File: src/rtl/mem_arb_pkg.sv
// Shared types for the memory port arbiter: response owner encoding, the in-flight read tag,
// and the supported read-latency range.
package mem_arb_pkg;

  localparam logic OWN_I = 1'b0;
  localparam logic OWN_D = 1'b1;

  localparam int unsigned READ_LAT_MIN = 1;
  localparam int unsigned READ_LAT_MAX = 4;

  typedef struct packed {
    logic valid;
    logic owner;
  } tag_t;

endpackage

File: src/rtl/arb_tag_pipe.sv
// Fixed-depth shift pipeline of read tags; the tag leaving the last stage names the port that
// owns this cycle's memory read data. Flush invalidates every in-flight tag of one owner.
module arb_tag_pipe
  import mem_arb_pkg::*;
#(
  parameter int unsigned DEPTH = 1
) (
  input  logic clk,
  input  logic reset,
  input  logic push,
  input  logic push_owner,
  input  logic flush,
  input  logic flush_owner,
  output logic exit_valid,
  output logic exit_owner,
  output logic busy
);

  tag_t pipe_q [DEPTH];
  tag_t pipe_d [DEPTH];

  // A tag pushed in the flush cycle is newer than the flush and survives it.
  always_comb begin
    pipe_d[0] = '{valid: push, owner: push_owner};
    for (int unsigned s = 1; s < DEPTH; s++) begin
      pipe_d[s] = pipe_q[s-1];
      if (flush && (pipe_q[s-1].owner == flush_owner)) begin
        pipe_d[s].valid = 1'b0;
      end
    end
  end

  always_comb begin
    exit_owner = pipe_q[DEPTH-1].owner;
    exit_valid = pipe_q[DEPTH-1].valid & ~(flush & (pipe_q[DEPTH-1].owner == flush_owner));
    busy       = 1'b0;
    for (int unsigned s = 0; s < DEPTH; s++) begin
      busy = busy | pipe_q[s].valid;
    end
  end

  always_ff @(posedge clk) begin
    if (reset) begin
      for (int unsigned s = 0; s < DEPTH; s++) begin
        pipe_q[s] <= '0;
      end
    end else begin
      pipe_q <= pipe_d;
    end
  end

endmodule

File: src/rtl/mem_port_arbiter.sv
// Shares one single-port synchronous memory between instruction fetch (I) and load/store (D),
// with starvation protection for I and tagged read-response steering.
module mem_port_arbiter
  import mem_arb_pkg::*;
#(
  parameter int unsigned ADDR_W     = 16,
  parameter int unsigned DATA_W     = 16,
  parameter int unsigned READ_LAT   = 1,
  parameter int unsigned STARVE_MAX = 3
) (
  input  logic              clk,
  input  logic              reset,
  input  logic              i_req,
  input  logic [ADDR_W-1:0] i_addr,
  output logic              i_gnt,
  input  logic              i_flush,
  output logic              i_rvalid,
  output logic [DATA_W-1:0] i_rdata,
  input  logic              d_req,
  input  logic              d_we,
  input  logic [ADDR_W-1:0] d_addr,
  input  logic [DATA_W-1:0] d_wdata,
  output logic              d_gnt,
  output logic              d_rvalid,
  output logic [DATA_W-1:0] d_rdata,
  output logic              mem_en,
  output logic              mem_we,
  output logic [ADDR_W-1:0] mem_addr,
  output logic [DATA_W-1:0] mem_wdata,
  input  logic [DATA_W-1:0] mem_rdata,
  output logic              busy
);

  localparam int unsigned     CntW      = (STARVE_MAX > 0) ? $clog2(STARVE_MAX + 1) : 1;
  localparam logic [CntW-1:0] StarveMax = CntW'(STARVE_MAX);

  logic [CntW-1:0] starve_cnt_q, starve_cnt_d;
  logic            post_rst_q;
  logic            arb_en, i_wins;
  logic            push, push_owner;
  logic            exit_valid, exit_owner, pipe_busy;

  // Grants are held off for the first cycle after reset so every output reads 0 there.
  always_comb begin
    arb_en = ~reset & ~post_rst_q;
    i_wins = ~d_req | (starve_cnt_q == StarveMax);
    i_gnt  = arb_en & i_req & i_wins;
    d_gnt  = arb_en & d_req & ~(i_req & i_wins);
  end

  always_comb begin
    starve_cnt_d = starve_cnt_q;
    if (!i_req || i_gnt) begin
      starve_cnt_d = '0;
    end else if (d_gnt && (starve_cnt_q != StarveMax)) begin
      starve_cnt_d = starve_cnt_q + CntW'(1);
    end
  end

  always_ff @(posedge clk) begin
    if (reset) begin
      starve_cnt_q <= '0;
    end else begin
      starve_cnt_q <= starve_cnt_d;
    end
    post_rst_q <= reset;
  end

  always_comb begin
    mem_en    = i_gnt | d_gnt;
    mem_we    = d_gnt & d_we;
    mem_addr  = '0;
    mem_wdata = '0;
    if (i_gnt) begin
      mem_addr = i_addr;
    end else if (d_gnt) begin
      mem_addr  = d_addr;
      mem_wdata = d_wdata;
    end
  end

  // Stores finish in the grant cycle; only reads need a response slot.
  always_comb begin
    push       = i_gnt | (d_gnt & ~d_we);
    push_owner = d_gnt ? OWN_D : OWN_I;
  end

  arb_tag_pipe #(
    .DEPTH(READ_LAT)
  ) u_tag_pipe (
    .clk        (clk),
    .reset      (reset),
    .push       (push),
    .push_owner (push_owner),
    .flush      (i_flush),
    .flush_owner(OWN_I),
    .exit_valid (exit_valid),
    .exit_owner (exit_owner),
    .busy       (pipe_busy)
  );

  always_comb begin
    i_rvalid = ~reset & exit_valid & (exit_owner == OWN_I);
    d_rvalid = ~reset & exit_valid & (exit_owner == OWN_D);
    i_rdata  = i_rvalid ? mem_rdata : '0;
    d_rdata  = d_rvalid ? mem_rdata : '0;
    busy     = ~reset & pipe_busy;
  end

endmodule

File: config.mk
export PLATFORM = sky130hd
export DESIGN_NAME = mem_port_arbiter
export DESIGN_NICKNAME = d
export VERILOG_FILES = /design/src/rtl/mem_arb_pkg.sv /design/src/rtl/arb_tag_pipe.sv /design/src/rtl/mem_port_arbiter.sv
export SDC_FILE = /design/constraint.sdc
export NUM_CORES = 1
export LEC_CHECK = 0
export CAP_MARGIN = 10
export CORE_AREA = 5 5 66 68
export DETAILED_ROUTE_END_ITERATION = 8
export DIE_AREA = 0 0 71 73
export HOLD_SLACK_MARGIN = 0.15
export PLACE_DENSITY = 0.95
export SYNTH_ARGS = -nofsm -noshare
export SYNTH_HDL_FRONTEND = slang
export SYNTH_SLANG_ARGS = --single-unit
File: constraint.sdc
create_clock -name clk -period 6.4 [get_ports clk]
set_input_delay 1.92 -clock clk [delete_from_list [all_inputs] [get_ports clk]]
set_output_delay 1.92 -clock clk [all_outputs]
set_load 0.03 [all_outputs]
**Word level (Yosys, flattened, before mapping)**

Index checks and enable logic that the tools add are counted.

- Register bits: 5
- Input port bits: 70
- Output and inout port bits: 71
- Logic and storage cells: 42

- $add $sub $neg: 1
- Equality and inequality tests: 2
- Multiplexer cells: 7
- Bitwise gates (word level): 24
- Reductions and logical operators: 4

Operator list:

| kind | number |
|---|---|
| 2-to-1 mux 16 bit | 6 |
| bitwise AND 1 bit | 14 |
| NOT 1 bit | 7 |
| OR 1 bit | 3 |
| adder 2 x 1 -> 2 bit (second input constant) | 1 |
| == test 2 bit (second input constant) | 1 |
| inequality test 2 bit (second input constant) | 1 |
| OR reduction 2 bit | 1 |
| logical AND 1 bit | 1 |
| logical NOT 1 bit | 1 |
| logical OR 1 bit | 1 |
| 2-to-1 mux 1 bit | 1 |

**Longest topological paths before layout**

Gate-level depths: netlist (run 1).

- Word-level depth: 7
- Gate-level depth with buffers: 5
- Mapped depth without buffers: 4

**Cells and area by module**

From an unflattened synthesis (run 1), not the netlist that was laid out.

- Cells, all modules: 101
- Area total of the unflattened synthesis: 769.5 um^2

Modules (own cells, without submodules):

| module | instances | cells an instance | area an instance (um^2) | seq. area each (um^2) |
|---|---|---|---|---|
| mem_port_arbiter | 1 | 95 | 700.7 | 60.1 |
| arb_tag_pipe | 1 | 6 | 68.8 | 40.0 |

**Least setup slack after synthesis (run 1)**

OpenSTA, ideal clock, no wires.

- Path type: input-to-output
- Start point: input reset
- End point: output d_rdata[10]
- Arrival: 3.066 ns
- Required time: 4.480 ns
- Setup slack: 1.414 ns
- Stages: 4
- Path buffers: 2
- Cells stage by stage: nor2b_1 > clkbuf_1 > clkbuf_1 > and3_1

- Longest elaborated chain between the ends: 4

RTL lines:

| what | RTL line | RTL |
|---|---|---|
| start, declared | mem_port_arbiter.sv:12 | `input logic reset,` |
| NOT 1 bit | mem_port_arbiter.sv:104 | `d_rvalid = ~reset & exit_valid & (exit_owner == OWN_D);` |
| bitwise AND 1 bit (2 in a row) | mem_port_arbiter.sv:104 |  |
| 2-to-1 mux 16 bit | mem_port_arbiter.sv:106 | `d_rdata = d_rvalid ? mem_rdata : '0;` |
| end, declared | mem_port_arbiter.sv:25 | `output logic [DATA_W-1:0] d_rdata,` |

No other way between the ends.

**Final worst setup path (run 1)**

- Start point: input reset
- End point: output mem_addr[14]

- Longest elaborated chain between the ends: 6
- Elaborated cells between the ends (all ways): 8
- Those cells by class: mux: 2; bitwise: 6

RTL lines:

| what | RTL line | RTL |
|---|---|---|
| NOT 1 bit (*) | mem_port_arbiter.sv:45 | `arb_en = ~reset & ~post_rst_q;` |
| bitwise AND 1 bit (*) | mem_port_arbiter.sv:45 |  |
| bitwise AND 1 bit (2 in a row) | mem_port_arbiter.sv:48 | `d_gnt = arb_en & d_req & ~(i_req & i_wins);` |
| 2-to-1 mux 16 bit | mem_port_arbiter.sv:76 | `end else if (d_gnt) begin` |
| 2-to-1 mux 16 bit (*) | mem_port_arbiter.sv:74 | `if (i_gnt) begin` |
| end, declared | mem_port_arbiter.sv:28 | `output logic [ADDR_W-1:0] mem_addr,` |

Every way passes the cells marked *; elsewhere a longest branch is shown, timed or not.

==> key figures, run 1 <==
Yosys
  – Syn Area/Cell: 8.14 µm²
  – Async SR Flop Fraction: 0
  – Seq/Total Area, Yosys: 0.127
  – Top post-synthesis cells by area: and2_1, a22o_2, and3_1
  – Synthesized area: 790 µm²
  – Mapped Nets: 168
  – Gate count after technology mapping: 97
  – Biggest area consumer among synthesized cells: and2_1
  – Synth cell types: 22
  – Top_reg_cell synth: dfxtp_1
  – Top cell type's share of synthesized area: 0.269
  – Seq cells post-synth: 5
  – EDFF count, synth: 0
  – Number of synthesis warnings: 0

Clock tree
  – Cts bufs inserted: 3
  – Latest clock arrival within the worst-skew pair: 220 ps
  – Clock buffer depth: 2
  – TritonCTS clock tree: built
  – Post_cts resized: 0
  – Reg clk slew, reported paths: 40 ps
  – H-tree depth: 1
  – Hold_buf cts: 0
  – Postcts setup bufs: 0
  – Clk sinks: 5
  – Clock Root Buffer: clkbuf_8

Run
  – Maxcap violations: 0

Placement
  – I/O Buffers: 140
  – Area post-placement: 2180 µm²
  – Placer's final routability congestion estimate: 0.798
  – Hpwl dp: 3440 µm

Setup path
  – Critical path type: in -> out
  – Req. time, crit path: 4480 ps
  – Cell Chain, Critical Path: clkdlybuf4s50_1, or3b_4, a21oi_4, buf_4, a22o_2, clkdlybuf4s50_1
  – Buffers & Inverters on Critical Path: 3
  – Most common cell on crit path: clkdlybuf4s50_1
  – CP top delay family: buffers and inverters
  – Setup crit start kind: input pin
  – Endpoint class of the critical path: output port
  – Critical path peak fanout: 34
  – Critical Path AT: 4120 ps
  – Largest stage delay, worst path: 670 ps
  – Slowest cell on the critical path: clkdlybuf4s50_1

Die
  – Initial Util: 0.208
  – Die Span Y: 73 µm
  – Row cnt: 23
  – Core box area: 3800 µm²
  – Die width: 71 µm
  – Number of I/O pins: 141
  – Die area: 5180 µm²

Finish
  – Final nets: 309
  – Fillers: 339
  – Area delta synth->final: 182%
  – Storage cell area: 100 µm²
  – Multi-input logic area: 626 µm²
  – Number of diodes: 0
  – Final core occ: 0.586
  – Design area: 2220 µm²
  – Layout cell share with drive strength beyond 1: 0.190

Timing
  – Endpoints failing setup: 0
  – Unrepaired setup endpoints after global routing: no
  – Worst clock skew: 2.73 ps
  – Setup TNS: 0 ps
  – Fmax achieved: 166 MHz
  – Fin crit share: 0.944
  – Worst hold slack: 470 ps
  – Worst slew pin tran: 489 ps
  – Slew headroom: 0.674
  – Final Hold Viols: 0
  – Final Max Tran Viols: 0
  – Post-route minimum period: 6040 ps

Pwr
  – Leak: 0.944 nW
  – Maximum vdd drop: 0.0000416 V
  – Pwr dens: 85.4 nW/µm²
  – Design Power: 0.190 mW

Routing
  – Final antenna-violating net count: 0
  – DRC viols: 0
  – Vias: 1273
  – Total Wirelength: 3900 µm
  – Drt wl/cell: 13.6 µm
  – Starting DRT DRC Count: 16
  – Drt first pass iters: 4
  – Vias/cell: 4.44

Global routing
  – GRT overflow: 0
  – Initial antenna violation count: 0
  – Largest net degree at the start of global routing: 35
  – Vias in the first global route: 1268
  – First-pass GRT wire length: 5580 µm
  – GRT Total Usage: 0.133

Worst hold path
  – Path type of the worst min-delay path: reg -> reg

Status
  – Status: complete, no violations
[cell type report]
type / count / area share
clock buffers: 4 / 0.0202
flip-flops and latches: 5 / 0.0450
multi-input cells: 84 / 0.281
well taps: 50 / 0.0281
repair buffers: 144 / 0.625
[final timing paths]
check,slack (ps),startpoint,cells past startpoint,to
min reg2reg,470,starve_cnt_q[1],2,starve_cnt_q[1]
max,360,reset,6,mem_addr[14]
max reg2reg,5100,starve_cnt_q[0],5,u_tag_pipe.busy
min,470,starve_cnt_q[1],2,starve_cnt_q[1]
[cells in the final DEF (no fill, tap or decap), drive strengths merged]
cell,count
nand2b,1
o21bai,1
nor4b,1
or3b,1
nor3b,1
buf,20
nor2b,2
nand3b,1
clkbuf,4
a21oi,4
nor2,2
nand2,1
and2,34
nor3,2
clkdlybuf4s50,124
a22o,16
dfxtp,5
and3,16
ha,1
[tightest hold or removal path: stages, from the launching register on]
cell and delay (ps):
dfxtp_1 300, nand2_1 60, a21oi_1 60
[cells in the mapped netlist (2+ instances only)]
| cell type | number |
|---|---|
| a22o_2 | 16 |
| and3_1 | 16 |
| dfxtp_1 | 5 |
| a21oi_1 | 3 |
| nor2_1 | 2 |
| buf_6 | 4 |
| clkbuf_1 | 3 |
| and2_1 | 34 |
[layer usage]
layer  vias to the layer above  wire [µm]  GRT usage
met5                         -          0          0
met4                         0         46     0.0355
met3                         4        713     0.0826
met2                       109       1890      0.262
met1                       532       1260      0.110
li1                        628          -          -
[sequential cells by signal, indices dropped and copies added, names as in the netlist]
register / flops
post_rst_q: 1
u_tag_pipe.busy: 1
starve_cnt_q: 2
u_tag_pipe.exit_owner: 1
[logic make-up (layout without fill, tap and decap cells)]
group                      Yosys count  count (layout)  share of synthesized area
AOI/OAI and AO/OA                   21              21                      0.252
buffers and inverters                8             148                     0.0808
adders and majority gates            1               1                     0.0158
DFF                                  5               5                      0.127
and+or+nand+nor                     62              62                      0.525
[per-stage QoR]
| stage | worst slack (ps) | instances |
|---|---|---|
| final | 360 | 287 |
| after global routing | 219 | 287 |
| after CTS | 316 | 287 |
| after detailed placement | 327 | 283 |
| after global placement | 336 | 283 |
| after floorplan | 1410 | 97 |
[power breakdown]
part / leakage (nW) / internal (mW) / total (mW) / switching, mW
sequential: 0.0411 / 0.0325 / 0.0344 / 0.00188
combinational: 0.880 / 0.0608 / 0.0985 / 0.0378
clock: 0.0228 / 0.0427 / 0.0570 / 0.0143
Note: power is estimated with default switching activity, not from simulation.
==> inputs of run 2 (changes only) <==
Settings changed: TNS_END_PERCENT from default to 1.
==> results of run 2 <==
The final DEF is identical to that of run 1; final timing and power are the same.
